===== src/rtl/operand_fetch.sv =====
`default_nettype none
// ============================================================================
// Module   : operand_fetch
// Purpose  : Issue-side client of a 16x32 register file plus CPSR flag store.
//            Accepts one decoded instruction at a time. It reads the source
//            registers and flags, holds them for the execute stage, and drives
//            the register file write port from the writeback bus. A 17-bit
//            scoreboard (16 GPRs + flags) stalls reads while writes are pending.
// Macro    : OPERAND_FETCH_FORWARD_EN - when defined, a pending source that
//            the current writeback targets does not stall. Its operand is
//            taken from the writeback bus.
// Ports    : clk, rst_n (sync, active-low)
//            in_*   : instruction handshake and decoded fields
//            out_*  : registered operand handshake and pass-through fields
//            wb_*   : writeback bus (register data + optional flags)
//            rmEn/rnEn/cpsr_rdEn, rdAddrm/rdAddrn, rdDatam/rdDatan/cpsrData :
//                     register file read port (file reads on negedge)
//            write/wrAddr/wrData/s/wr_to_cpsr : register file write port
// Revision : 1.0 - initial release
// ============================================================================
module operand_fetch (
  input  logic        clk,
  input  logic        rst_n,
  input  logic        in_valid,
  output logic        in_ready,
  input  logic [3:0]  in_rm,
  input  logic [3:0]  in_rn,
  input  logic        in_useRm,
  input  logic        in_useRn,
  input  logic        in_useFlags,
  input  logic [3:0]  in_rd,
  input  logic        in_hasRd,
  input  logic        in_setFlags,
  output logic        out_valid,
  input  logic        out_ready,
  output logic [31:0] out_opm,
  output logic [31:0] out_opn,
  output logic [3:0]  out_flags,
  output logic [3:0]  out_rd,
  output logic        out_hasRd,
  output logic        out_setFlags,
  input  logic        wb_valid,
  input  logic [3:0]  wb_addr,
  input  logic [31:0] wb_data,
  input  logic        wb_setFlags,
  input  logic [3:0]  wb_flags,
  output logic        rmEn,
  output logic        rnEn,
  output logic        cpsr_rdEn,
  output logic [3:0]  rdAddrm,
  output logic [3:0]  rdAddrn,
  input  logic [31:0] rdDatam,
  input  logic [31:0] rdDatan,
  input  logic [3:0]  cpsrData,
  output logic        write,
  output logic [3:0]  wrAddr,
  output logic [31:0] wrData,
  output logic        s,
  output logic [3:0]  wr_to_cpsr
);

  typedef enum logic [1:0] {
    IDLE  = 2'd0,
    ISSUE = 2'd1,
    VALID = 2'd2
  } state_t;

  state_t      state;
  logic [3:0]  rm_q, rn_q, rd_q;
  logic        use_rm_q, use_rn_q, use_flags_q, has_rd_q, set_flags_q;

  logic [15:0] gpr_busy, gpr_busy_next;
  logic        flag_busy, flag_busy_next;

  logic        wb_flag;
  logic        pend_m, pend_n, pend_f;
  logic        fwd_m, fwd_n, fwd_f;
  logic        stall, go;

  assign wb_flag = wb_valid & wb_setFlags;

  // Pending checks use the scoreboard as it stands before this
  // instruction's own reservation, so a source equal to rd is not self-blocking.
  assign pend_m = use_rm_q    & gpr_busy[rm_q];
  assign pend_n = use_rn_q    & gpr_busy[rn_q];
  assign pend_f = use_flags_q & flag_busy;

`ifdef OPERAND_FETCH_FORWARD_EN
  // The file reads on the negedge before the posedge write lands, so a
  // matching writeback must be bypassed rather than read back.
  assign fwd_m = pend_m & wb_valid & (wb_addr == rm_q);
  assign fwd_n = pend_n & wb_valid & (wb_addr == rn_q);
  assign fwd_f = pend_f & wb_flag;
`else
  assign fwd_m = 1'b0;
  assign fwd_n = 1'b0;
  assign fwd_f = 1'b0;
`endif

  assign stall = (pend_m & ~fwd_m) | (pend_n & ~fwd_n) | (pend_f & ~fwd_f);
  assign go    = (state == ISSUE) & ~stall;

  assign in_ready  = (state == IDLE);
  assign rmEn      = rst_n & go & use_rm_q;
  assign rnEn      = rst_n & go & use_rn_q;
  assign cpsr_rdEn = rst_n & go & use_flags_q;
  assign rdAddrm   = rm_q;
  assign rdAddrn   = rn_q;

  assign write      = rst_n & wb_valid;
  assign wrAddr     = wb_addr;
  assign wrData     = wb_data;
  assign s          = rst_n & wb_flag;
  assign wr_to_cpsr = wb_flags;

  // Clear first, then reserve: a same-cycle reserve belongs to the younger
  // instruction and must win.
  always_comb begin
    gpr_busy_next  = gpr_busy;
    flag_busy_next = flag_busy;
    if (wb_valid) gpr_busy_next[wb_addr] = 1'b0;
    if (wb_flag)  flag_busy_next = 1'b0;
    if (go) begin
      if (has_rd_q)    gpr_busy_next[rd_q] = 1'b1;
      if (set_flags_q) flag_busy_next = 1'b1;
    end
  end

  always_ff @(posedge clk) begin
    if (!rst_n) begin
      state        <= IDLE;
      gpr_busy     <= 16'd0;
      flag_busy    <= 1'b0;
      rm_q         <= 4'd0;
      rn_q         <= 4'd0;
      rd_q         <= 4'd0;
      use_rm_q     <= 1'b0;
      use_rn_q     <= 1'b0;
      use_flags_q  <= 1'b0;
      has_rd_q     <= 1'b0;
      set_flags_q  <= 1'b0;
      out_valid    <= 1'b0;
      out_opm      <= 32'd0;
      out_opn      <= 32'd0;
      out_flags    <= 4'd0;
      out_rd       <= 4'd0;
      out_hasRd    <= 1'b0;
      out_setFlags <= 1'b0;
    end else begin
      gpr_busy  <= gpr_busy_next;
      flag_busy <= flag_busy_next;
      case (state)
        IDLE: begin
          if (in_valid) begin
            rm_q        <= in_rm;
            rn_q        <= in_rn;
            rd_q        <= in_rd;
            use_rm_q    <= in_useRm;
            use_rn_q    <= in_useRn;
            use_flags_q <= in_useFlags;
            has_rd_q    <= in_hasRd;
            set_flags_q <= in_setFlags;
            state       <= ISSUE;
          end
        end
        ISSUE: begin
          if (!stall) begin
            out_opm      <= use_rm_q    ? (fwd_m ? wb_data  : rdDatam)  : 32'd0;
            out_opn      <= use_rn_q    ? (fwd_n ? wb_data  : rdDatan)  : 32'd0;
            out_flags    <= use_flags_q ? (fwd_f ? wb_flags : cpsrData) : 4'd0;
            out_rd       <= rd_q;
            out_hasRd    <= has_rd_q;
            out_setFlags <= set_flags_q;
            out_valid    <= 1'b1;
            state        <= VALID;
          end
        end
        VALID: begin
          if (out_ready) begin
            out_valid <= 1'b0;
            state     <= IDLE;
          end
        end
        default: state <= IDLE;
      endcase
    end
  end

endmodule
`default_nettype wire

===== config.mk =====
export PLATFORM = sky130hd
export DESIGN_NAME = operand_fetch
export DESIGN_NICKNAME = d
export VERILOG_FILES = /design/src/rtl/operand_fetch.sv
export SDC_FILE = /design/constraint.sdc
export NUM_CORES = 1
export LEC_CHECK = 0
export ABC_AREA = 1
export CAP_MARGIN = 20
export CORE_MARGIN = 1
export CORE_UTILIZATION = 40
export CTS_CLUSTER_SIZE = 8
export DETAILED_ROUTE_END_ITERATION = 10
export GPL_TIMING_DRIVEN = 0
export PLACE_DENSITY_LB_ADDON = 0.2
export SETUP_SLACK_MARGIN = 0.5
export SLEW_MARGIN = 15
export SYNTH_ARGS = -nofsm -noshare
export SYNTH_HDL_FRONTEND = slang
export SYNTH_SLANG_ARGS = --single-unit

===== constraint.sdc =====
create_clock -name clk -period 2.1 [get_ports clk]
set_clock_uncertainty 0.1 [all_clocks]
set_input_delay 0.21 -clock clk [delete_from_list [all_inputs] [get_ports clk]]
set_output_delay 0.21 -clock clk [all_outputs]
set_load 0.02 [all_outputs]

==> flow_summary_export.csv, run 1 <==
group,metric,value,unit
cts,clock-root-buffer,"clkbuf_16",
worst_hold_path,hp-start,"rst_n",
worst_setup_path,critPathTopFamily,"simple AND/OR/NAND/NOR gates",
cts,cts_buffers,9,
floorplanning,io_pins,260,
floorplanning,core-area,0.01335,sq mm
pwr,p_per_area,600.7,mW/mm^2
yosys,ys_ff_latch,111,
worst_setup_path,max_stage_delay,0.35,ns
route,drc_errors,0,
cts,clock-sinks,111,
sta,finalWorstSetupSlack,-0.4761,ns
yosys,synth_adder_area_share,0,%
yosys,synthesis.area,0.005518,sq mm
yosys,mappedNetlistNets,972,
yosys,synth_top_cell_area_share,40.27,%
worst_setup_path,reg2reg_depth,19,
pwr,total_leakage_power,4.752,nW
cts,htreeDepth,3,
global_routing,antenna_found_initial,0,
worst_hold_path,holdPathStages,3,
pwr,peakVddDrop,0.4029,mV
cts,ctsHoldBuffers,0,
yosys,synthTopCellsByArea,"dfxtp_1 (40%), nand2_1 (19%), inv_1 (8.3%)",
sta,relSlewSlack,63.36,%
cts,clk_latency,0.35,ns
yosys,syn_area_per_cell,6.561,sq um
yosys,yosysSeqAreaShare,40.27,%
worst_setup_path,crit_arrival,2.27,ns
worst_setup_path,slowest_stage,"dfxtp_4",
global_routing,grt_pass1_wl,27630,microns
yosys,synth_area_leader_cell,"dfxtp_1",
place,dp_slack,-1.011,ns
yosys,synth_compound_area_share,9.977,%
worst_setup_path,r2r-start,"rdAddrn[0]",
place,hpwl,12870,microns
yosys,synth_top_family_by_area,"simple AND/OR/NAND/NOR gates",
layout,finalNetCount,1230,
sta,rsz0062_at_grt,"yes",
layout,drive_gt1_share,13.33,%
worst_setup_path,timing.critical_path.mode_cell,"buf_6",
run_status,status,"finished, violations left",
floorplanning,die_h,119.5,microns
run,max_cap_violations,0,
worst_hold_path,hold_path_class,"input pin to flip-flop",
yosys,synth.distinct_cells,23,
floorplanning,dieArea,0.01427,sq mm
run_status,violations,"negative setup slack",
worst_setup_path,cp_cell_sequence,"buf_6 -> buf_6 -> o211ai_1 -> nand2_1 -> nand2_1 -> nand3_2 -> nand3_4 -> nand3_4 -> nor2_4 -> buf_6 -> clkinvlp_4 -> nor2_4 -> buf_6",
place,io_buffers,222,
worst_setup_path,startpoint_type,"flip-flop",
worst_setup_path,end_kind,"output pin",
route,drt-total-wl,17580,microns
route,wire_per_inst,13.75,microns
floorplanning,num_rows,42,
yosys,synthSimpleGateAreaFrac,32.11,%
floorplanning,die_x,119.5,microns
sta,hold_viol_final,0,
layout,fill_cells,1292,
layout,final_core_util,65.47,%
yosys,yosysWarningCount,0,
worst_setup_path,cp_num_buf_inv,5,
sta,slew_violations,0,
cts,clk_pin_slew,0.08,ns
worst_setup_path,path_class,"flip-flop to output pin",
route,drt_first_pass_iters,5,
sta,post-route-min-period,2.576,ns
floorplanning,initial_core_util,41.34,%
sta,fin_crit_sh,122.7,%
yosys,synth-xor-area-share,0,%
worst_hold_path,hold_path_end,"flag_busy",
place,place.gp.congestion,0.9079,
worst_setup_path,r2r_setup_slack,-0.40,ns
layout,diodes,0,
layout,syn_to_final_growth,58.37,%
yosys,muxShareOfSynthArea,0,%
route,ant_nets,0,
yosys,syn_inst,841,
sta,finalSetupViolations,85,
route,vias_per_cell,4.686,
sta,whs,0.2807,ns
cts,clk_path_buf_depth,2,
cts,cts_tree,"yes",
sta,timing.fmax,388.2,MHz
global_routing,grt_pass1_vias,5419,
global_routing,grt_max_degree,18,
worst_setup_path,required,1.79,ns
layout,final_common_cell,"nand2_1",
worst_setup_path,setup.worst_path.start,"rdAddrn[0]",
route,dr.first_iter.drc_count,371,
global_routing,grt_usage,24.65,%
route,via_count,5993,
worst_setup_path,critPathMaxFanout,9,
worst_setup_path,r2r-end,"state[0]",
global_routing,overflow,0,
layout,layout_common_cells,"nand2_1 (274), clkdlybuf4s50_1 (128), inv_1 (121)",
sta,worst_pin_slew,0.5496,ns
[kinds of logic (layout without fill, tap and decap cells)]
logic type | Yosys count | in the layout
flops | 111 | 111
simple gates | 422 | 422
compound gates | 96 | 96
buf+inv | 212 | 474
[worst max-delay path by stage]
stage,end,slack [ns],cells past startpoint
3_3_place_gp,cpsr_rdEn,-1.0,14
3_5_place_dp,cpsr_rdEn,-1.01,14
2_1_floorplan,cpsr_rdEn,-0.09,13
5_1_grt,rmEn,-0.59,13
6_report,rmEn,-0.48,13
4_1_cts,cpsr_rdEn,-0.44,13
[cell usage after synthesis]
cell type,count
buf_2,10
a31o_2,11
o21ai_0,29
a21oi_4,1
dfxtp_1,111
o31ai_1,1
nand4_1,22
buf_6,2
nor2_1,35
nand3b_1,2
a31oi_1,2
nand3_2,2
a21oi_1,47
clkbuf_1,28
nand3_1,83
nor2_4,1
nor3_1,1
nand2_1,276
buf_4,40
inv_2,1
o211ai_1,5
buf_1,9
inv_1,122
[worst register-to-register path, cell delays in order, from the launching register on]
cell and delay [ns]:
dfxtp_4 0.35, buf_6 0.13, buf_4 0.15, nand2_1 0.06, o211ai_1 0.07, nand2_1 0.10, nand2_1 0.07, nand3_2 0.09
nand3_4 0.10, buf_4 0.16, buf_6 0.10, buf_6 0.10, buf_6 0.11, buf_6 0.11, buf_6 0.10, buf_6 0.12
clkbuf_8 0.16, nand2_1 0.06, nand2_1 0.05, a21oi_2 0.14
[state kept, by name (all words and copies together) (netlist names)]
name	count
out_flags	4
use_rm_q	1
out_setFlags	1
has_rd_q	1
out_opn	32
out_valid	1
rdAddrm	4
use_flags_q	1
gpr_busy	16
out_hasRd	1
set_flags_q	1
out_opm	32
rd_q	4
rdAddrn	4
state	2
out_rd	4
use_rn_q	1
flag_busy	1
[area by class of cell]
class / count / area (sq um) / area share (%)
inverters: 123 / 467.9 / 5.355
flip-flops and latches: 111 / 2230 / 25.52
multi-input cells: 518 / 2394 / 27.39
well taps: 176 / 220.2 / 2.520
clock buffers: 10 / 239.0 / 2.735
repair buffers: 247 / 2447 / 28.01
clock inverters: 5 / 57.56 / 0.6586
plain buffers: 89 / 683.2 / 7.818
[where the power goes]
part | switching, mW | total [mW] | internal (mW)
clock network | 0.791 | 1.74 | 0.953
registers | 0.0533 | 2.23 | 2.18
logic | 0.670 | 1.27 | 0.601
[metrics by stage]
step	instance area [sq um]	std cells	power (mW)	TNS (ns)
after CTS	8671	1277	5.252	-9.793
after detailed placement	8039	1239	3.444	-14.34
after floorplan	5597	841	2.908	-0.2168
after global routing	8738	1279	5.473	-24.48
after global placement	8039	1239	3.435	-12.86
final	8738	1279	5.249	-13.96
[timing repair]
item	4_1_cts	5_1_grt
endpoints found under the setup margin	201	114
resized for setup	175	21
buffers inserted	16	2
pin swaps	10	5
cloned	7	0
[metal layers]
layer  part of all wire (%)  global-route usage, %  vias up  wire [microns]
li1                       -                      -     3098               -
met1                     43                  31.15     2666            7628
met2                     47                  40.14      209            8178
met3                    8.3                  6.609       20            1457
met4                    1.8                  8.828        0             315
met5                      0                      0        -               0
No activity file was read; power rests on OpenSTA's default activity.
==> inputs of run 2 (changes only) <==
--- a/config.mk
+++ b/config.mk
@@ -14,7 +14,6 @@
 export GPL_TIMING_DRIVEN = 0
 export PLACE_DENSITY_LB_ADDON = 0.2
 export SETUP_SLACK_MARGIN = 0.5
-export SLEW_MARGIN = 15
 export SYNTH_ARGS = -nofsm -noshare
 export SYNTH_HDL_FRONTEND = slang
 export SYNTH_SLANG_ARGS = --single-unit
==> results of run 2 <==
Final layout, timing and power as in run 1 (identical DEF).
==> inputs of run 3 (changes only) <==
--- a/config.mk
+++ b/config.mk
@@ -6,7 +6,6 @@
 export NUM_CORES = 1
 export LEC_CHECK = 0
 export ABC_AREA = 1
-export CAP_MARGIN = 20
 export CORE_MARGIN = 1
 export CORE_UTILIZATION = 40
 export CTS_CLUSTER_SIZE = 8
==> results of run 3 <==
Final layout, timing and power as in run 1 (identical DEF).
==> patch: new RTL, config.mk and constraints of run 3 <==
Put one more register stage on the output `out_flags`, cleared by the reset. The value now appears one clock later. The other outputs are not delayed to match.
--- a/src/rtl/operand_fetch.sv
+++ b/src/rtl/operand_fetch.sv
@@ -65,6 +65,8 @@
     VALID = 2'd2
   } state_t;
 
+  logic [3:0] out_flags_s0;
+
   state_t      state;
   logic [3:0]  rm_q, rn_q, rd_q;
   logic        use_rm_q, use_rn_q, use_flags_q, has_rd_q, set_flags_q;
@@ -142,7 +144,7 @@
       out_valid    <= 1'b0;
       out_opm      <= 32'd0;
       out_opn      <= 32'd0;
-      out_flags    <= 4'd0;
+      out_flags_s0 <= 4'd0;
       out_rd       <= 4'd0;
       out_hasRd    <= 1'b0;
       out_setFlags <= 1'b0;
@@ -167,7 +169,7 @@
           if (!stall) begin
             out_opm      <= use_rm_q    ? (fwd_m ? wb_data  : rdDatam)  : 32'd0;
             out_opn      <= use_rn_q    ? (fwd_n ? wb_data  : rdDatan)  : 32'd0;
-            out_flags    <= use_flags_q ? (fwd_f ? wb_flags : cpsrData) : 4'd0;
+            out_flags_s0 <= use_flags_q ? (fwd_f ? wb_flags : cpsrData) : 4'd0;
             out_rd       <= rd_q;
             out_hasRd    <= has_rd_q;
             out_setFlags <= set_flags_q;
@@ -186,5 +188,13 @@
     end
   end
 
+  always_ff @(posedge clk) begin
+    if (!rst_n) begin
+      out_flags <= '0;
+    end else begin
+      out_flags <= out_flags_s0;
+    end
+  end
+
 endmodule
 `default_nettype wire
Function: changed (a bounded check fails within 4 cycles, from zero or initial values and one cycle with rst_n low).
==> patch against run 3 <==
The run still ends with setup timing left. Sequential cell count is 4 higher. Final area is 7.9% higher. Maximum frequency is 3.6% lower. Area after synthesis is 1.9% higher. Wire length is 9.7% higher. Power is 29% higher. Highest routed layer unchanged. Core utilization is 4.6 points higher. Worst setup slack worse by 96 ps.
==> patch: results (changes against run 3) <==
Syn Nets - 984 (+1.2%)
slowest stage delay, CP - 320 ps (-30 ps)
TritonCTS Buffers - 17 (+8)
Clock Latency Late Sink - 420 ps (+70 ps)
CTS max path bufs - 2 (unchanged)
ranking of synthesized cells by area - dfxtp_1 41%, nand2_1 19%, inv_1 8.4%
final setup violating endpoints - 95 (+12%)
iteration-0 DRC count of the detailed router - 353 (-4.9%)
Syn Inst Count - 853 (+1.4%)
Leak - 5.06 nW (+6.6%)
routed via count - 6278 (+4.8%)
first-pass GRT wire length - 29000 um (+4.9%)
vias per cell - 4.77 (+1.7%)
number of buffers added on ports - 222 (unchanged)
failing checks - setup timing
layout cell share with drive strength beyond 1 - 16.5% (+3.1 points)
mux share of post-synthesis cell area - 0% (unchanged)
nets@finish - 1259 (+2.4%)
Critical Path Slowest Stage Cell - dfxtp_2
drt first pass iters - 6 (+1)
crit path from - rdAddrm[0]
vias in the first global route - 5765 (+6.4%)
Worst-Margin Slew - 562 ps (+12.8 ps)
largest net degree at the start of global routing - 17 (-1)
HPWL after DPL - 13100 um (+1.5%)
clk root buf - clkbuf_16
CTS H-tree depth - 4 (+1)
crit-path max FO - 10 (+1)
biggest regs - out_opm (32), out_opn (32), gpr_busy (16)
Synth Area in Compound Gates - 9.79% (-0.19 points)
Synth Area in Adders - 0% (unchanged)
Placer Congestion - 0.890 (-2.0%)
post-synthesis sequential area ratio - 40.9% (+0.67 points)
min-delay worst type - in -> reg
CP arrival - 2360 ps (+90 ps)
GRT Total Usage - 25.9% (+1.3 points)
most frequent cells after synthesis - 284 x nand2_1, 126 x inv_1, 115 x dfxtp_1, 79 x nand3_1, 47 x a21oi_1
n_diodes - 0 (unchanged)
WL/cell - 14.6 um (+6.5%)
fin worst setup slack - -572 ps (-95.9 ps)
Worst VDD drop - 0.594 mV (+47%)
ys async rst share - 0% (unchanged)
status - finished with violations
Reg clk slew, reported paths - 50 ps (-30 ps)
==> patch: final timing paths <==
check / slack (ps) / cells after the start / endpoint
setup / recovery: -570 / 14 / cpsr_rdEn
hold reg to reg: 320 / 2 / out_flags[0]
hold / removal: 250 / 4 / out_rd[3]
setup reg to reg: -510 / 20 / gpr_busy[2]
==> patch: metrics by stage <==
step / utilization, % / cell area [sq um] / TNS, ps / setup WS [ps] / hold WS [ps]
after detailed placement: 60.5 / 8140 / -11540 / -1010 / 312
after global routing: 70.1 / 9430 / -38360 / -704 / 251
final: 70.1 / 9430 / -27580 / -572 / 250
after CTS: 67.3 / 9050 / -16720 / -511 / 229
after global placement: 60.5 / 8140 / -11330 / -1000 / 308
after floorplan: - / 5700 / -217 / -87.6 / 275
==> patch: tightest hold or removal path: stages <==
cell and delay [ps]:
clkbuf_4 190, clkbuf_8 200, nand2_1 70, nor2_1 40
==> patch: what timing repair did <==
item	4_1_cts	5_1_grt
pin swaps	6	35
buffers inserted	15	8
cloned	4	7
hold buffers	0	0
resized for setup	171	48
endpoints found under the setup margin	189	113
==> patch: final cells by class <==
type	count	area [sq um]
Fill cell	1169	4030
Multi-Input combinational cell	522	2440
Inverter	127	488
Clock inverter	12	179
Sequential cell	115	2310
Timing Repair Buffer	256	2650
Tap cell	176	220
Clock buffer	20	457
Buffer	89	677
==> patch: per-layer routing <==
layer | global-route usage, % | wire length, um | part of all wire (%) | up-vias
li1 | - | - | - | 3167
met1 | 30.6 | 7700 | 40 | 2775
met2 | 41.8 | 9210 | 48 | 296
met3 | 9.34 | 1820 | 9.4 | 40
met4 | 11.8 | 551 | 2.9 | 0
met5 | 0 | 0 | 0 | -
==> patch: power by group <==
| group | internal, mW | switching, mW |
|---|---|---|
| clock network | 2.05 | 1.06 |
| logic | 0.639 | 0.698 |
| registers | 2.26 | 0.0599 |
| total | 4.95 | 1.81 |
==> patch: cell families after synthesis <==
logic type             count (synthesis)
buffers and inverters                216
AOI/OAI and AO/OA                     96
DFF                                  115
and+or+nand+nor                      426
